<file path="src/rtl/exec_flag_pkg.sv">
// Shared definitions for the execute-stage flag register and condition evaluator.
// Latency: n/a (constants only).
// Backpressure: n/a.
package exec_flag_pkg;

    // Condition codes carried by branch and conditional-move requests
    localparam logic [3:0] CC_AL = 4'h0;
    localparam logic [3:0] CC_EQ = 4'h1;
    localparam logic [3:0] CC_NE = 4'h2;
    localparam logic [3:0] CC_MI = 4'h3;
    localparam logic [3:0] CC_PL = 4'h4;
    localparam logic [3:0] CC_OV = 4'h5;
    localparam logic [3:0] CC_NO = 4'h6;
    localparam logic [3:0] CC_CS = 4'h7;
    localparam logic [3:0] CC_CC = 4'h8;
    localparam logic [3:0] CC_PS = 4'h9;
    localparam logic [3:0] CC_PC = 4'hA;
    localparam logic [3:0] CC_GE = 4'hB;
    localparam logic [3:0] CC_LT = 4'hC;
    localparam logic [3:0] CC_GT = 4'hD;
    localparam logic [3:0] CC_LE = 4'hE;
    localparam logic [3:0] CC_NV = 4'hF;

    // Bit positions inside the packed flag vector {SF,OF,CF,PF,ZF}
    localparam int FLAG_SF = 4;
    localparam int FLAG_OF = 3;
    localparam int FLAG_CF = 2;
    localparam int FLAG_PF = 1;
    localparam int FLAG_ZF = 0;

    // Request sequencer states
    localparam logic [0:0] ST_IDLE = 1'b0;
    localparam logic [0:0] ST_WAIT = 1'b1;

endpackage

</file>
<file path="src/rtl/exec_flag_cond_eval.sv">
// Maps a condition code and a flag vector to a taken/not-taken decision.
// Latency: purely combinational.
// Backpressure: none; shared with the branch unit.
module exec_flag_cond_eval
    import exec_flag_pkg::*;
(
    input  logic [3:0] code_i,
    input  logic [4:0] flags_i,
    output logic       taken_o
);

    logic sf;
    logic of;
    logic cf;
    logic pf;
    logic zf;

    assign sf = flags_i[FLAG_SF];
    assign of = flags_i[FLAG_OF];
    assign cf = flags_i[FLAG_CF];
    assign pf = flags_i[FLAG_PF];
    assign zf = flags_i[FLAG_ZF];

    // Decode the condition table; NV and anything unlisted is never taken
    always_comb begin
        taken_o = 1'b0;
        case (code_i)
            CC_AL:   taken_o = 1'b1;
            CC_EQ:   taken_o = zf;
            CC_NE:   taken_o = !zf;
            CC_MI:   taken_o = sf;
            CC_PL:   taken_o = !sf;
            CC_OV:   taken_o = of;
            CC_NO:   taken_o = !of;
            CC_CS:   taken_o = cf;
            CC_CC:   taken_o = !cf;
            CC_PS:   taken_o = pf;
            CC_PC:   taken_o = !pf;
            CC_GE:   taken_o = (sf == of);
            CC_LT:   taken_o = (sf != of);
            CC_GT:   taken_o = !zf && (sf == of);
            CC_LE:   taken_o = zf || (sf != of);
            default: taken_o = 1'b0;
        endcase
    end

endmodule

</file>
<file path="src/rtl/exec_flag_cond.sv">
// Flag register plus condition evaluator that waits for all reserved flag writes to land.
// Latency: result strobe 1 cycle after acceptance when no writes pending, else 2 cycles after the last write.
// Backpressure: oRSV_BUSY when the reservation counter is full; oCC_BUSY while a request waits on pending writes.
module exec_flag_cond
    import exec_flag_pkg::*;
#(
    parameter int PEND_W = 2
) (
    input  logic       iCLOCK,
    input  logic       inRESET,
    input  logic       iRESET_SYNC,
    input  logic       iFLUSH,
    input  logic       iRSV_VALID,
    output logic       oRSV_BUSY,
    input  logic       iWR_VALID,
    input  logic [4:0] iWR_MASK,
    input  logic [4:0] iWR_FLAGS,
    input  logic       iCC_REQ,
    input  logic [3:0] iCC_CODE,
    output logic       oCC_BUSY,
    output logic       oCC_VALID,
    output logic       oCC_TAKEN,
    output logic [4:0] oFLAGS
);

    localparam logic [PEND_W-1:0] PEND_MAX  = '1;
    localparam logic [PEND_W-1:0] PEND_ZERO = '0;
    localparam logic [PEND_W-1:0] PEND_ONE  = {{(PEND_W-1){1'b0}}, 1'b1};

    logic [4:0]        flags_q,  flags_d;
    logic [PEND_W-1:0] pend_q,   pend_d;
    logic [0:0]        state_q,  state_d;
    logic [3:0]        code_q,   code_d;
    logic              vld_q,    vld_d;
    logic              taken_q,  taken_d;

    logic              rsv_acc;
    logic              can_eval;
    logic [3:0]        eval_code;
    logic              eval_taken;

    // A write landing this cycle frees a slot, so a full counter still accepts a reserve
    assign oRSV_BUSY = (pend_q == PEND_MAX) && !iWR_VALID;
    assign rsv_acc   = iRSV_VALID && !oRSV_BUSY;

    // Flags are only trustworthy once nothing is reserved and nothing is landing right now
    assign can_eval  = (pend_q == PEND_ZERO) && !iWR_VALID;
    assign eval_code = (state_q == ST_WAIT) ? code_q : iCC_CODE;

    exec_flag_cond_eval u_eval (
        .code_i  (eval_code),
        .flags_i (flags_q),
        .taken_o (eval_taken)
    );

    // Masked flag merge and reservation bookkeeping; flush clears reservations but keeps flags
    always_comb begin
        flags_d = flags_q;
        pend_d  = pend_q;
        if (iWR_VALID) begin
            flags_d = (flags_q & ~iWR_MASK) | (iWR_FLAGS & iWR_MASK);
        end
        if (iFLUSH) begin
            pend_d = PEND_ZERO;
        end else if (rsv_acc && !iWR_VALID) begin
            pend_d = pend_q + PEND_ONE;
        end else if (!rsv_acc && iWR_VALID && (pend_q != PEND_ZERO)) begin
            pend_d = pend_q - PEND_ONE;
        end
    end

    // Request sequencer: answer immediately when flags are settled, otherwise park the code in WAIT
    always_comb begin
        state_d = state_q;
        code_d  = code_q;
        vld_d   = 1'b0;
        taken_d = taken_q;
        if (iFLUSH) begin
            state_d = ST_IDLE;
        end else begin
            case (state_q)
                ST_IDLE: begin
                    if (iCC_REQ) begin
                        if (can_eval) begin
                            vld_d   = 1'b1;
                            taken_d = eval_taken;
                        end else begin
                            code_d  = iCC_CODE;
                            state_d = ST_WAIT;
                        end
                    end
                end
                ST_WAIT: begin
                    if (can_eval) begin
                        vld_d   = 1'b1;
                        taken_d = eval_taken;
                        state_d = ST_IDLE;
                    end
                end
                default: state_d = ST_IDLE;
            endcase
        end
    end

    // Flag register and reservation counter
    always_ff @(posedge iCLOCK or negedge inRESET) begin
        if (!inRESET) begin
            flags_q <= 5'b0;
            pend_q  <= PEND_ZERO;
        end else if (iRESET_SYNC) begin
            flags_q <= 5'b0;
            pend_q  <= PEND_ZERO;
        end else begin
            flags_q <= flags_d;
            pend_q  <= pend_d;
        end
    end

    // Sequencer state, parked code and result registers
    always_ff @(posedge iCLOCK or negedge inRESET) begin
        if (!inRESET) begin
            state_q <= ST_IDLE;
            code_q  <= 4'h0;
            vld_q   <= 1'b0;
            taken_q <= 1'b0;
        end else if (iRESET_SYNC) begin
            state_q <= ST_IDLE;
            code_q  <= 4'h0;
            vld_q   <= 1'b0;
            taken_q <= 1'b0;
        end else begin
            state_q <= state_d;
            code_q  <= code_d;
            vld_q   <= vld_d;
            taken_q <= taken_d;
        end
    end

    assign oFLAGS    = flags_q;
    assign oCC_BUSY  = (state_q == ST_WAIT);
    assign oCC_VALID = vld_q;
    assign oCC_TAKEN = taken_q;

endmodule

</file>
<file path="config.mk">
export PLATFORM = sky130hd
export DESIGN_NAME = exec_flag_cond
export DESIGN_NICKNAME = d
export VERILOG_FILES = /design/src/rtl/exec_flag_pkg.sv /design/src/rtl/exec_flag_cond_eval.sv /design/src/rtl/exec_flag_cond.sv
export SDC_FILE = /design/constraint.sdc
export NUM_CORES = 1
export LEC_CHECK = 0
export ABC_AREA = 0
export CORE_ASPECT_RATIO = 0.8
export CORE_MARGIN = 2
export CORE_UTILIZATION = 45
export DETAILED_ROUTE_END_ITERATION = 16
export PLACE_DENSITY = 0.78
export SLEW_MARGIN = 20
export SYNTH_ARGS = -nofsm -noshare
export SYNTH_HDL_FRONTEND = slang
export SYNTH_SLANG_ARGS = --single-unit
</file>
<file path="constraint.sdc">
create_clock -name iCLOCK -period 2 [get_ports iCLOCK]
set_input_delay 0.4 -clock iCLOCK [delete_from_list [all_inputs] [get_ports iCLOCK]]
set_output_delay 0.4 -clock iCLOCK [all_outputs]
set_load 0.03 [all_outputs]
</file>
==> flow_results.org, run 1 <==
** Timing
- After layout, the worst setup slack is around 130 ps.
- Total count of hold-check failures in the final report :: 0
- Slew Viols, Final :: 0
- Timing-limited maximum frequency :: ~540 MHz
- Count of final setup violators :: 0
- Hold is met by 499 ps.
- Transition time at the pin with the least slew margin :: 659 ps
- RSZ-0062 raised after global routing :: false
- Final critical-path required period :: about 1900 ps
- In the finished design, the share of the clock period the worst path needs comes to 0.934.
- Headroom to the max-slew limit came out at 0.560.
- For the final database, setup skew stands at 4.25 ps.

** Worst setup path
- Critical path required time :: around 1600 ps
- Startpoint type of the worst setup path :: primary input
- For the worst setup path, the data arrival time is around 1500 ps.
- In this run the worst path has a maximum fanout of 13.
- STA classifies the critical path endpoint as a primary output.
- Critical path class :: primary input to primary output

** Routing
- In this run the remaining antenna-violating nets after routing total 0.
- Count of routing violations after the opening detailed-route iteration :: 33
- Routed wirelength normalized by instance count :: between 15 and 20 um
- Total detailed-routing wirelength :: approximately 2900 um
- Number of iterations in the first detailed-routing pass :: 4
- Remaining routing DRC violations :: 0
- Across all layers, the routed design uses between 1000 and 1500 vias.
- Dividing the detail-routed via count by the number of cells gives around 6.2.

** Clock network
- Buffers from clock root to sink, at most :: 2
- Number of buffers inserted during clock tree synthesis :: 3
- The later pin in the worst-skew pair is clocked with a latency of about 290 ps.
- Clk slew on worst S/H paths :: around 90 ps
- The tree built by TritonCTS fans out to 14 sinks.
- Clock tree root buffer cell :: sky130_fd_sc_hd__clkbuf_4
- After clock tree synthesis, the setup repair step added 0 buffers.
- TritonCTS clock tree :: yes
- CTS built an H-tree with a depth of 1.

** Floorplan
- Total die area :: ~2500 um^2
- Vertical die dimension :: approximately 45 um
- In this run the count of I/O pins placed on the die edge is 30.
- In this run the standard cell core region covers slightly below 2000 um^2.
- From left edge to right edge, the die measures 55.3 um.
- The floorplan has 14 rows.
- Starting density of the core :: 0.492

** Synth
- Of the synthesized area, sequential elements account for 0.369.
- Synthesis produced a netlist with a net count of roughly 130.
- Of the total synthesized cell area, the portion taken by full adders, half adders and majority gates is 0.
- Library cell with the largest summed area after synthesis :: sky130_fd_sc_hd__dfrtp_1
- After synthesis the netlist holds a flip-flop and latch count of 14.
- The number of different library cells used by synthesis comes to 35.
- Ranked by instance count, the synthesized netlist is headed by sky130_fd_sc_hd__nand2_1 (18), sky130_fd_sc_hd__dfrtp_1 (14), sky130_fd_sc_hd__nor2_1 (11).
- The most used flip-flop cell after synthesis is sky130_fd_sc_hd__dfrtp_1.
- Total standard cell area after synthesis :: ~950 um^2
- Portion of synthesized cell area occupied by the leading cell type :: 0.369
- Most common cell in the synthesized netlist :: sky130_fd_sc_hd__nand2_1
- Async set-reset flop share out of synthesis :: 1.00
- The Yosys step of the flow raised 0 warnings.
- Mean instance size in the synthesized netlist :: 8.39 um^2
- Main combinational cell family by area after synthesis :: simple AND/OR/NAND/NOR gates
- Share of cell area taken by muxes after synthesis :: 0.0937
- In this run, synthesis inferred 0 flip-flops with an integrated enable.
- Xor/xnor cell area share of the yosys netlist :: 0.00923
- Cell types occupying the most area after synthesis :: sky130_fd_sc_hd__dfrtp_1 (37%), sky130_fd_sc_hd__nand2_1 (7.1%), sky130_fd_sc_hd__nand3_1 (4.7%)
- Of the total synthesized cell area, the portion taken by AND, OR, NAND and NOR gates is 0.265.
- Area fraction in compound gates after synthesis :: 0.214
- After technology mapping, the gate count stands at between 100 and 150.

** Global route
- Vias in the first global route :: approximately 1000
- For this run, the total global-route usage over all layers was measured as 0.253.
- Entering global routing, the biggest net connects 15 pins.
- Remaining global-route overflow :: 0
- Number of antenna violations at the first check in global routing :: 0
- Global-route wire length before repair :: about 4800 um

** Pwr
- Leakage dissipation :: around 0.57 nW
- Overall power consumption after layout is estimated at about 0.7 mW.
- Power Density :: ~530 nW/um^2
- Peak supply drop :: 358 uV

** Hold path
- The min-delay analysis places its worst path in the category primary input to async pin.

** Finish
- Final antenna diode count :: 0
- Relative to the synthesized area, the layout overhead comes to 43.5%.
- Of the cells placed in the final design, the portion with a size suffix greater than 1 is 0.150.
- For this run, the post-layout net count is ~180.
- The finished cells cover roughly 1400 um^2.

** Run
- Max-cap viol count :: 0

** Placed design
- The HPWL after detailed placement is 2130 um.
- I/O Buffers :: 29
- DP Worst Slack :: -113 ps
- Area after detailed placement :: approximately 1300 um^2
- Routability-driven placement congestion ratio :: just over 0.9

** Run status
- Outcome :: complete, no violations
sequential cells by signal, indices dropped and copies added (netlist names):
name and count:
oCC_VALID 1, oCC_TAKEN 1, code_q 4, oCC_BUSY 1, oFLAGS 5, pend_q 2
per-layer routing:
metal | up-vias | GRT usage | part of all wire
li1 | 492 | - | -
met1 | 537 | 0.282 | 0.41
met2 | 52 | 0.462 | 0.48
met3 | 18 | 0.0659 | 0.060
met4 | 0 | 0.127 | 0.048
met5 | - | 0 | 0
area by class of cell:
| type | instances | area (um^2) |
|---|---|---|
| clock buffers | 4 | 36.3 |
| fillers | 169 | 566 |
| multi-input cells | 89 | 552 |
| repair buffers | 40 | 369 |
| inverters | 6 | 22.5 |
| flip-flops and latches | 14 | 352 |
| well taps | 24 | 30.0 |
path summary, 6_finish.rpt:
path	slack [ps]	from	cells past startpoint	endpoint
max	130	iWR_VALID	5	oRSV_BUSY
min	500	inRESET	1	code_q[1]
max reg2reg	140	oCC_BUSY	5	oCC_TAKEN
min reg2reg	580	oFLAGS[0]	2	oFLAGS[0]
max in group asynchronous	1040	inRESET	1	oCC_BUSY
min in group iCLOCK	580	oFLAGS[0]	2	oFLAGS[0]
critical path, stage by stage:
cell and delay (ps):
sky130_fd_sc_hd__clkdlybuf4s50_1 410, sky130_fd_sc_hd__buf_4 180, sky130_fd_sc_hd__nand2b_1 200, sky130_fd_sc_hd__nor2_1 110, sky130_fd_sc_hd__buf_4 160
stage by stage:
stage	std cells	setup TNS [ps]	util
after floorplan	113	0	-
after global placement	173	-41.9	0.688
after detailed placement	173	-173	0.688
after CTS	177	0	0.706
after global routing	177	0	0.706
final	177	0	0.706
cells in the final DEF (no fill, tap or decap):
cell,netlist,layout
sky130_fd_sc_hd__dlygate4sd2_1,0,1
sky130_fd_sc_hd__nor2b_1,1,1
sky130_fd_sc_hd__mux2i_4,1,1
sky130_fd_sc_hd__or3_1,2,2
sky130_fd_sc_hd__and3_1,1,1
sky130_fd_sc_hd__and3b_1,1,1
sky130_fd_sc_hd__nor3_1,3,3
sky130_fd_sc_hd__dfrtp_2,0,1
sky130_fd_sc_hd__a211o_1,1,1
sky130_fd_sc_hd__xnor2_1,1,1
sky130_fd_sc_hd__a21oi_1,8,8
sky130_fd_sc_hd__a31oi_2,1,1
sky130_fd_sc_hd__clkbuf_4,0,3
sky130_fd_sc_hd__mux2i_1,4,4
sky130_fd_sc_hd__a211oi_2,1,1
sky130_fd_sc_hd__clkdlybuf4s50_1,0,27
sky130_fd_sc_hd__dfrtp_1,14,13
sky130_fd_sc_hd__o22ai_1,2,2
sky130_fd_sc_hd__nand2b_1,3,3
sky130_fd_sc_hd__mux2_1,1,1
sky130_fd_sc_hd__inv_1,6,6
sky130_fd_sc_hd__nor4_1,2,2
sky130_fd_sc_hd__a2111oi_2,1,1
sky130_fd_sc_hd__o211ai_1,2,2
sky130_fd_sc_hd__o21ai_0,5,5
sky130_fd_sc_hd__a2111oi_1,1,1
sky130_fd_sc_hd__nand3_1,9,9
sky130_fd_sc_hd__nor2_1,11,11
sky130_fd_sc_hd__nor3_2,1,1
sky130_fd_sc_hd__mux2_4,1,1
sky130_fd_sc_hd__a32oi_1,2,2
sky130_fd_sc_hd__buf_4,0,12
sky130_fd_sc_hd__a22oi_1,1,1
sky130_fd_sc_hd__a2bb2oi_1,1,1
sky130_fd_sc_hd__nand2_1,18,18
sky130_fd_sc_hd__clkbuf_8,0,1
sky130_fd_sc_hd__o32ai_1,2,2
sky130_fd_sc_hd__nor3b_1,1,1
report_power, final:
group          total (mW)  switching [mW]  internal (mW)
logic               0.194          0.0955         0.0980
registers           0.306          0.0134          0.293
clock network       0.217           0.106          0.111
cells by family after synthesis:
logic type	count (synthesis)
AO/OA/AOI/OAI	28
XOR/XNOR	1
buffers and inverters	10
flip-flops	14
multiplexers	7
AND/OR/NAND/NOR	53
what timing repair did:
| action | in CTS | in global routing |
|---|---|---|
| hold buffers | 0 | 0 |
| resized for setup | 1 | 1 |
| setup endpoints to repair | 1 | 1 |
| pin swaps | 0 | 0 |
No activity file was read; power rests on OpenSTA's default activity.
==> run 2: changes to the inputs <==
--- a/config.mk
+++ b/config.mk
@@ -10,6 +10,7 @@
 export CORE_MARGIN = 2
 export CORE_UTILIZATION = 45
 export DETAILED_ROUTE_END_ITERATION = 16
+export MAX_ROUTING_LAYER = met4
 export PLACE_DENSITY = 0.78
 export SLEW_MARGIN = 20
 export SYNTH_ARGS = -nofsm -noshare
==> run 2 against run 1 <==
  * Worst setup slack got worse by 5.2 ps
  * Sequential cell count unchanged
  * Sequential power about the same
  * Clock skew about the same
  * Critical endpoint is now oCC_TAKEN
==> flow_results.org, run 2 (same netlist as run 1, synthesis figures left out) <==
** Worst setup path
- Worst stage delay on the critical path :: 490 ps (was 410 ps)
- The startpoint-to-endpoint class of the critical path is register to register (was primary input to primary output).
- Maximum fanout along the worst path :: 8 (was 13)
- Startpoint type of the worst setup path :: register (was primary input)
- Cell breakdown of the critical path :: mux2i_4, mux2_1, o211ai_1, a32oi_1, a211oi_2 (was clkdlybuf4s50_1, buf_4, nand2b_1, nor2_1, buf_4)
- Critical Path End Type :: register (was primary output)
- Data arrival, critical path :: 2070 ps (was 1470 ps)
- Critical path required time :: 2200 ps (was 1600 ps)
- Worst path slowest cell :: sky130_fd_sc_hd__dfrtp_2 (was sky130_fd_sc_hd__clkdlybuf4s50_1)

** Finish
- The multi-input combinational cell area is 552 um^2 (unchanged).
- The net count reported at finish came to 175 (unchanged).
- The number of flip-flops in the largest register was 5 (unchanged).
- FF/Latch Area :: 352 um^2 (unchanged)
- The area added between synthesis and finish came to 43.5% (unchanged).
- Commonest cells after routing, fill and taps aside: sky130_fd_sc_hd__clkdlybuf4s50_1 (27), sky130_fd_sc_hd__nand2_1 (18), sky130_fd_sc_hd__dfrtp_1 (13) (unchanged).
- The number of fillers in the final layout was 169 (unchanged).
- The most common cell after layout, fill and taps aside is sky130_fd_sc_hd__clkdlybuf4s50_1 (unchanged).
- The fraction of final layout cells with drive strength greater than 1 came to 0.150 (unchanged).
- Final antenna diode count :: 0 (unchanged)

** Hold path
- Class of the tightest hold or removal check :: primary input to async pin (unchanged)

** Global route
- The via count of the first global-routing pass is 1051 (was 1048).
- Global-route wire length before repair :: 4760 um (was 4770 um)
- The remaining global-route overflow is 0 (unchanged).
- The largest net degree at the start of global routing was 15 (unchanged).
- Number of antenna violations at the first check in global routing :: 0 (unchanged)
- The global-route usage over all layers is 0.260 (was 0.253).

** Pwr
- The reported leakage power is 0.569 nW (unchanged).
- The sequential fraction of design power was 0.430 (was 0.427).
- Clk network pwr share :: 0.300 (was 0.303)
- The switching fraction of total power came to 0.296 (was 0.300).
- Comb power frac :: 0.270 (about the same)
- The total chip power came to 0.713 mW (was 0.716 mW).
- Switching Power :: 0.211 mW (was 0.215 mW)
- The internal portion of total power is 0.502 mW (about the same).
- The power density relative to cell area came to 524 nW/um^2 (was 526 nW/um^2).
- The largest vdd supply drop came to 356 uV (was 358 uV).

** Routing
- Routed wirelength normalized by instance count :: 16.0 um (was 16.2 um)
- The detail-routed via count per cell came to 6.11 (was 6.21).
- Number of iterations in the first detailed-routing pass :: 4 (unchanged)
- The detailed-route wire length came to 2830 um (was 2860 um).
- The final routed DRC violation total is 0 (unchanged).
- Antenna-violating nets left :: 0 (unchanged)
- The first-iteration detailed-routing DRC count was 39 (was 33).
- The number of vias after detailed routing was 1081 (was 1099).

** Timing
- The final-layout worst hold slack was 505 ps (was 499 ps).
- Total count of hold-check failures in the final report :: 0 (unchanged)
- The worst clock skew came to 4.13 ps (was 4.25 ps).
- Timing-limited maximum frequency :: 534 MHz (was 536 MHz)
- RSZ-0062 raised after global routing :: false (unchanged)
- Tightest slew margin relative to the limit :: 0.558 (was 0.560)
- The time the worst path needs with I/O delays and setup is 1870 ps (about the same).
- The final cycle utilization of the critical path was 0.936 (was 0.934).
- Slew Viols, Final :: 0 (unchanged)
- The transition at the pin with the smallest max-transition slack was 660 ps (was 659 ps).
- The total setup violations reported at the end of the flow came to 0 (unchanged).

** Floorplan
- The die width came to 55.3 um (unchanged).
- The height of the chip was 45.1 um (unchanged).
- Core region area :: 1930 um^2 (unchanged)
- Total die area :: 2490 um^2 (unchanged)
- Number of standard-cell rows in the floorplan :: 14 (unchanged)
- Starting density of the core :: 0.492 (unchanged)
- Io pins :: 30 (unchanged)

** Placed design
- Routability-driven placement congestion ratio :: 0.927 (was 0.911)
- Post-detail-place hpwl :: 2130 um (unchanged)
- I/O Buffers :: 29 (unchanged)

** Clock network
- The clock latency at the later pin of the worst-skew pair came to 290 ps (about the same).
- Number of sinks handled by clock tree synthesis :: 14 (unchanged)
- The count of H-tree levels built during CTS came to 1 (unchanged).
- The clock buffer count from CTS came to 3 (unchanged).
- The clock tree from TritonCTS is yes (unchanged).
- Clock tree root buffer cell :: sky130_fd_sc_hd__clkbuf_4 (unchanged)
- The buffer levels on the longest clock path is 2 (unchanged).
- The count of hold-fix buffers inserted at cts is 0 (unchanged).
- The clock transition at the registers of the reported paths is 90 ps (about the same).

** Run status
- Outcome: complete, no violations (unchanged).

** Run
- The max-cap check violation count is 0 (unchanged).
[run 2: cell counts in the layout (fill, tap and decap cells not counted)]
No cell type changed its count.
[run 2: final cells by class]
class / count / area share
multi-input combinational: 89 / 0.405
timing repair buffer: 40 / 0.271
sequential: 14 / 0.258
clock buffer: 4 / 0.0267
tap: 24 / 0.0221
inverter: 6 / 0.0165
[run 2: what timing repair did]
| item | 4_1_cts | 5_1_grt |
|---|---|---|
| buffers inserted | 0 | 0 |
| setup endpoints to repair | 1 | 1 |
| resized for setup | 1 | 1 |
[run 2: power by group through the flow]
stage                     Combinational [mW]  Clock (mW)  Sequential [mW]
after detailed placement               0.190           0            0.311
after global routing                   0.209       0.228            0.308
final                                  0.192       0.214            0.306
after global placement                 0.182           0            0.310
after floorplan                       0.0792           0            0.320
after CTS                              0.191       0.215            0.306
[run 2: path summary, 6_finish.rpt]
path                                start        end  slack (ps)  depth (start not counted)
worst max-delay path             oCC_BUSY  oCC_TAKEN         130                          5
worst min-delay path              inRESET  code_q[2]         500                          1
worst max register to register   oCC_BUSY  oCC_TAKEN         130                          5
worst min register to register  oFLAGS[1]  oFLAGS[1]         590                          2
max in group asynchronous         inRESET   oCC_BUSY        1030                          1
min in group iCLOCK             oFLAGS[1]  oFLAGS[1]         590                          2
[run 2: per-stage QoR]
stage	instance area [um^2]	instances	TNS, ps	setup WS, ps	util
after CTS	1360	177	0	65.5	0.706
after global placement	1330	173	-41.9	-41.9	0.688
final	1360	177	0	127	0.706
after global routing	1360	177	0	6.28	0.706
after detailed placement	1330	173	-173	-113	0.688
after floorplan	948	113	0	134	-
[run 2: worst max-delay path, delay by kind of cell (launching register included)]
kind,cells,cell delay (ps)
muxes,2,710
AOI/OAI and AO/OA,3,590
DFF,1,490
[run 2: per-layer routing]
layer	wire, um	GRT usage	share of wire
met4	147	0.127	0.052
met3	186	0.0630	0.066
met2	1370	0.464	0.48
met1	1120	0.278	0.40
met5	0	-	0
==> edit 1: new RTL, flow settings as in run 2 <==
Change the parameter `PEND_W` from 2 to 3.
--- a/src/rtl/exec_flag_cond.sv
+++ b/src/rtl/exec_flag_cond.sv
@@ -4,7 +4,7 @@
 module exec_flag_cond
     import exec_flag_pkg::*;
 #(
-    parameter int PEND_W = 2
+    parameter int PEND_W = 3
 ) (
     input  logic       iCLOCK,
     input  logic       inRESET,
Behaviour: not the same (Yosys sat finds a counterexample within 4 cycles, from zero or initial values and one cycle with inRESET low).
==> edit 1 against run 2 <==
- first-iteration DRC count is 33% lower
- the flow now finishes with violations (negative setup slack)
- utilization is 4.6 points higher
- setup slack worse by 0.13 ns
- count of clock-buffer cells in the layout stayed put
- sequential share of layout area is 2.8 points lower
- sequential power is 11% higher
- wire length is 11% higher
- critical endpoint unchanged
- sequential cell count is 1 higher
- hold slack worse by 0.15 ns
- area after synthesis is 10% higher
- power is 14% higher
- register-to-register slack worse by 0.12 ns
- final area is 20% higher
==> edit 1: results (changes against run 2) <==
{
  "outcome": {
    "outcome": "complete, but fails checks",
    "violations_in_the_final_reports": "negative setup slack"
  },
  "routing": {
    "met1_length": {"value": 1350, "unit": "µm", "change": "+20%"},
    "met3_length": {"value": 185, "unit": "µm", "change": "-0.54%"},
    "dr_wl_met2": {"value": 1580, "unit": "µm", "change": "+15%"},
    "num_vias": {"value": 1172, "change": "+8.4%"},
    "finalWirelength": {"value": 3150, "unit": "µm", "change": "+11%"}
  },
  "timing": {
    "setup_viol_count_final": {"value": 1, "change": "+1"},
    "totalNegativeSetupSlack": {"value": -0.00666, "unit": "ns", "change": "-0.00666 ns"},
    "finClkSkew": {"value": 0.000475, "unit": "ns", "change": "-0.00366 ns"},
    "hold_ws": {"value": 0.360, "unit": "ns", "change": "-0.145 ns"},
    "final_critical_path_setup_slack": {"value": -0.00666, "unit": "ns", "change": "-0.134 ns"}
  },
  "grt": {
    "groute.usage.overall": {"value": 24.4, "unit": "%", "change": "-1.5 points"},
    "vias_in_the_first_global_route": {"value": 1072, "change": "+2.0%"},
    "first_pass_grt_wire_length": {"value": 4750, "unit": "µm", "change": "-0.15%"}
  },
  "clocking": {
    "clk_latency_ns": 0.28
  },
  "cells_and_area": {
    "design.final.nets": {"value": 203, "change": "+16%"},
    "final_layout_size_suffix_gt1_share": {"value": 25.0, "unit": "%", "change": "+10 points"}
  },
  "worst_setup_path": {
    "timing.critical_path.from_type": "primary input",
    "crit_path_max_fanout": {"value": 2, "change": "-6"},
    "arrival": {"value": 2.17, "unit": "ns", "change": "+0.10 ns"},
    "timing.critical_path.slowest_cell_delay": {"value": 0.52, "unit": "ns", "change": "+0.03 ns"},
    "worst_path_max_delay_cell": "sky130_fd_sc_hd__or4_4"
  },
  "synthesis": {
    "ys_seq_area_share": {"value": 35.9, "unit": "%", "change": "-1.0 points"},
    "netlist-cell-type-count": {"value": 38, "change": "+8.6%"},
    "post_synth_inst_count": {"value": 124, "change": "+9.7%"}
  },
  "placement": {
    "detailed_place.area": {"value": 1520, "unit": "µm²", "change": "+15%"},
    "detailed_place_hpwl": {"value": 2290, "unit": "µm", "change": "+7.3%"},
    "global_placement_routability_congestion": {"value": 0.895, "change": "-3.5%"}
  }
}
## edit 1: final timing paths
check                           cells after the start               endpoint
worst max-delay path                                6  oCC_TAKEN$_DFFE_PN0P_
worst min-delay path                                1    oCC_VALID$_DFF_PN0_
worst max register to register                      7  oCC_TAKEN$_DFFE_PN0P_
worst min register to register                      2  oFLAGS[2]$_DFFE_PN0P_
max in group asynchronous                           2  oFLAGS[3]$_DFFE_PN0P_
min in group iCLOCK                                 2  oFLAGS[2]$_DFFE_PN0P_
## edit 1: power breakdown
group | leakage [nW] | switching, mW | internal (mW)
combinational | 0.487 | 0.141 | 0.161
sequential | 0.202 | 0.0210 | 0.320
clock | 0.0150 | 0.0937 | 0.0775
total | 0.704 | 0.256 | 0.558
## edit 1: kinds of logic after synthesis
| kind of cell | after synthesis | synth area share (%) |
|---|---|---|
| compound gates | 27 | 18.3 |
| buf+inv | 9 | 3.35 |
| fa+ha+maj | 1 | 1.92 |
| xor+xnor | 3 | 2.52 |
| flops | 15 | 35.9 |
| simple gates | 59 | 26.9 |
| mux | 10 | 11.0 |
## edit 1: final cells by class
cell class	count	area (µm²)	area share, %
multi-input combinational	100	683	41.7
inverter	5	18.8	1.15
tap	25	31.3	1.91
timing repair buffer	56	502	30.6
clock buffer	4	26.3	1.60
sequential	15	377	23.0
## edit 1: per-layer routing
| metal | GRT usage, % | up-vias |
|---|---|---|
| li1 | - | 564 |
| met1 | 29.9 | 556 |
| met2 | 41.1 | 46 |
| met3 | 6.89 | 6 |
| met4 | 5.12 | 0 |
| met5 | - | - |
## edit 1: timing repair
item / CTS / global route
pin swaps: 3 / 0
resized for setup: 3 / 10
buffers inserted: 0 / 4
endpoints found under the setup margin: 2 / 2
==> edit 2: new RTL, flow settings as in run 2 <==
Made on the original files. Add an input register stage for `iWR_FLAGS`; this delays it by one clock. The other inputs are not delayed to match.
--- a/src/rtl/exec_flag_cond.sv
+++ b/src/rtl/exec_flag_cond.sv
@@ -26,6 +26,12 @@
     localparam logic [PEND_W-1:0] PEND_MAX  = '1;
     localparam logic [PEND_W-1:0] PEND_ZERO = '0;
     localparam logic [PEND_W-1:0] PEND_ONE  = {{(PEND_W-1){1'b0}}, 1'b1};
+
+    logic [4:0] iWR_FLAGS_q;
+
+    always_ff @(posedge iCLOCK) begin
+        iWR_FLAGS_q <= iWR_FLAGS;
+    end
 
     logic [4:0]        flags_q,  flags_d;
     logic [PEND_W-1:0] pend_q,   pend_d;
@@ -58,7 +64,7 @@
         flags_d = flags_q;
         pend_d  = pend_q;
         if (iWR_VALID) begin
-            flags_d = (flags_q & ~iWR_MASK) | (iWR_FLAGS & iWR_MASK);
+            flags_d = (flags_q & ~iWR_MASK) | (iWR_FLAGS_q & iWR_MASK);
         end
         if (iFLUSH) begin
             pend_d = PEND_ZERO;
Behaviour: not the same (a bounded check fails within 4 cycles, from zero or initial values and one cycle with inRESET low).
==> edit 2 against run 2 <==
- register-to-register slack better by 0.07 ns
- area after synthesis rose by 16%
- critical path depth is the same
- wire length is 9.2% lower
- final area up 9.7%
- largest cell class unchanged
- clock power shrank 5%
- power grew 13%
- sequential cell count grew 5
- hold slack got worse by 0.051 ns
- die area is 15% higher
- highest routed layer unchanged
- utilization is 8.0 points lower
- setup slack gained 0.010 ns
==> edit 2: results (changes against run 2) <==
{
  "placement": {
    "detailed_place.area": {"value": 1460, "unit": "µm²", "change": "+9.9%"},
    "global_placement_routability_congestion": {"value": 0.836, "change": "-9.8%"},
    "placement_setup_slack": {"value": -0.0431, "unit": "ns", "change": "+0.0698 ns"},
    "placed_cells": {"value": 176, "change": "+1.7%"},
    "detailed_place_hpwl": {"value": 2020, "unit": "µm", "change": "-5.4%"}
  },
  "synthesis": {
    "syn_nets": {"value": 137, "change": "+2.2%"},
    "synthArstFlopShare": {"value": 73.7, "unit": "%", "change": "-26 points"},
    "post_synth_inst_count": {"value": 116, "change": "+2.7%"},
    "synth.area.top_cells": "sky130_fd_sc_hd__dfrtp_1, sky130_fd_sc_hd__dfxtp_1, sky130_fd_sc_hd__mux2i_1",
    "netlist-cell-type-count": {"value": 34, "change": "-2.9%"}
  },
  "power": {
    "p_leak": {"value": 0.677, "unit": "nW", "change": "+19%"},
    "power_combinational": {"value": 0.187, "unit": "mW", "change": "-3%"},
    "power_frac_seq": {"value": 51.5, "unit": "%", "change": "+8.5 points"},
    "powerSeq": {"value": 0.413, "unit": "mW", "change": "+35%"},
    "internal-power": {"value": 0.572, "unit": "mW", "change": "+14%"},
    "vdd.ir_drop.worst": {"value": 0.395, "unit": "mV", "change": "+11%"}
  },
  "outcome": {
    "outcome": "completed"
  },
  "worst_setup_path": {
    "setup.reg_to_reg.worst_slack": {"value": 0.20, "unit": "ns", "change": "+0.07 ns"},
    "crit_path_start": "iWR_VALID",
    "critical_path.endpoint": "oRSV_BUSY",
    "cp_top_family": "buffers and inverters",
    "timing.critical_path.slowest_cell_delay": {"value": 0.42, "unit": "ns", "change": "-0.07 ns"},
    "worst_path_max_delay_cell": "sky130_fd_sc_hd__clkdlybuf4s50_1",
    "reg2regPathDepth": {"value": 6, "change": "+1"}
  },
  "routing": {
    "num_vias": {"value": 1051, "change": "-2.8%"},
    "avgRoutedWirePerCell": {"value": 14.3, "unit": "µm", "change": "-11%"},
    "finalWirelength": {"value": 2570, "unit": "µm", "change": "-9.2%"},
    "met1_length": {"value": 1150, "unit": "µm", "change": "+2.7%"}
  },
  "timing": {
    "finClkSkew": {"value": 0.00188, "unit": "ns", "change": "-0.00225 ns"},
    "slew_headroom": {"value": 56.4, "unit": "%", "change": "+0.60 points"},
    "hold_ws": {"value": 0.454, "unit": "ns", "change": "-0.0508 ns"}
  },
  "grt": {
    "grt_util_met2": {"value": 32.7, "unit": "%", "change": "-14 points"},
    "grt.met1_usage": {"value": 27.6, "unit": "%", "change": "-0.23 points"},
    "vias_in_the_first_global_route": {"value": 921, "change": "-12%"}
  },
  "min_path": {
    "hold_path.class": "reg2reg"
  }
}
==> edit 2: cells by family (layout without fill, tap and decap cells) <==
family | count (synthesis) | in the layout | share of synthesized area (%)
and+or+nand+nor | 55 | 55 | 29.5
AOI/OAI and AO/OA | 24 | 24 | 13.8
DFF | 19 | 19 | 40.9
muxes | 11 | 11 | 11.6
buffers and inverters | 6 | 43 | 3.41
xor gates and xnor gates | 1 | 1 | 0.796
==> edit 2: what timing repair did <==
| action | CTS | global route |
|---|---|---|
| hold buffers | 0 | 0 |
| gates resized for setup | 1 | 2 |
| setup endpoints to repair | 1 | 2 |
| cloned | 0 | 0 |
==> edit 2: final cells by class <==
cell class | instances | area, µm²
clock inverters | 1 | 7.51
multi-input cells | 91 | 613
fillers | 208 | 890
inverters | 1 | 3.75
flip-flops and latches | 19 | 452
clock buffers | 3 | 22.5
well taps | 27 | 33.8
repair buffers | 38 | 360
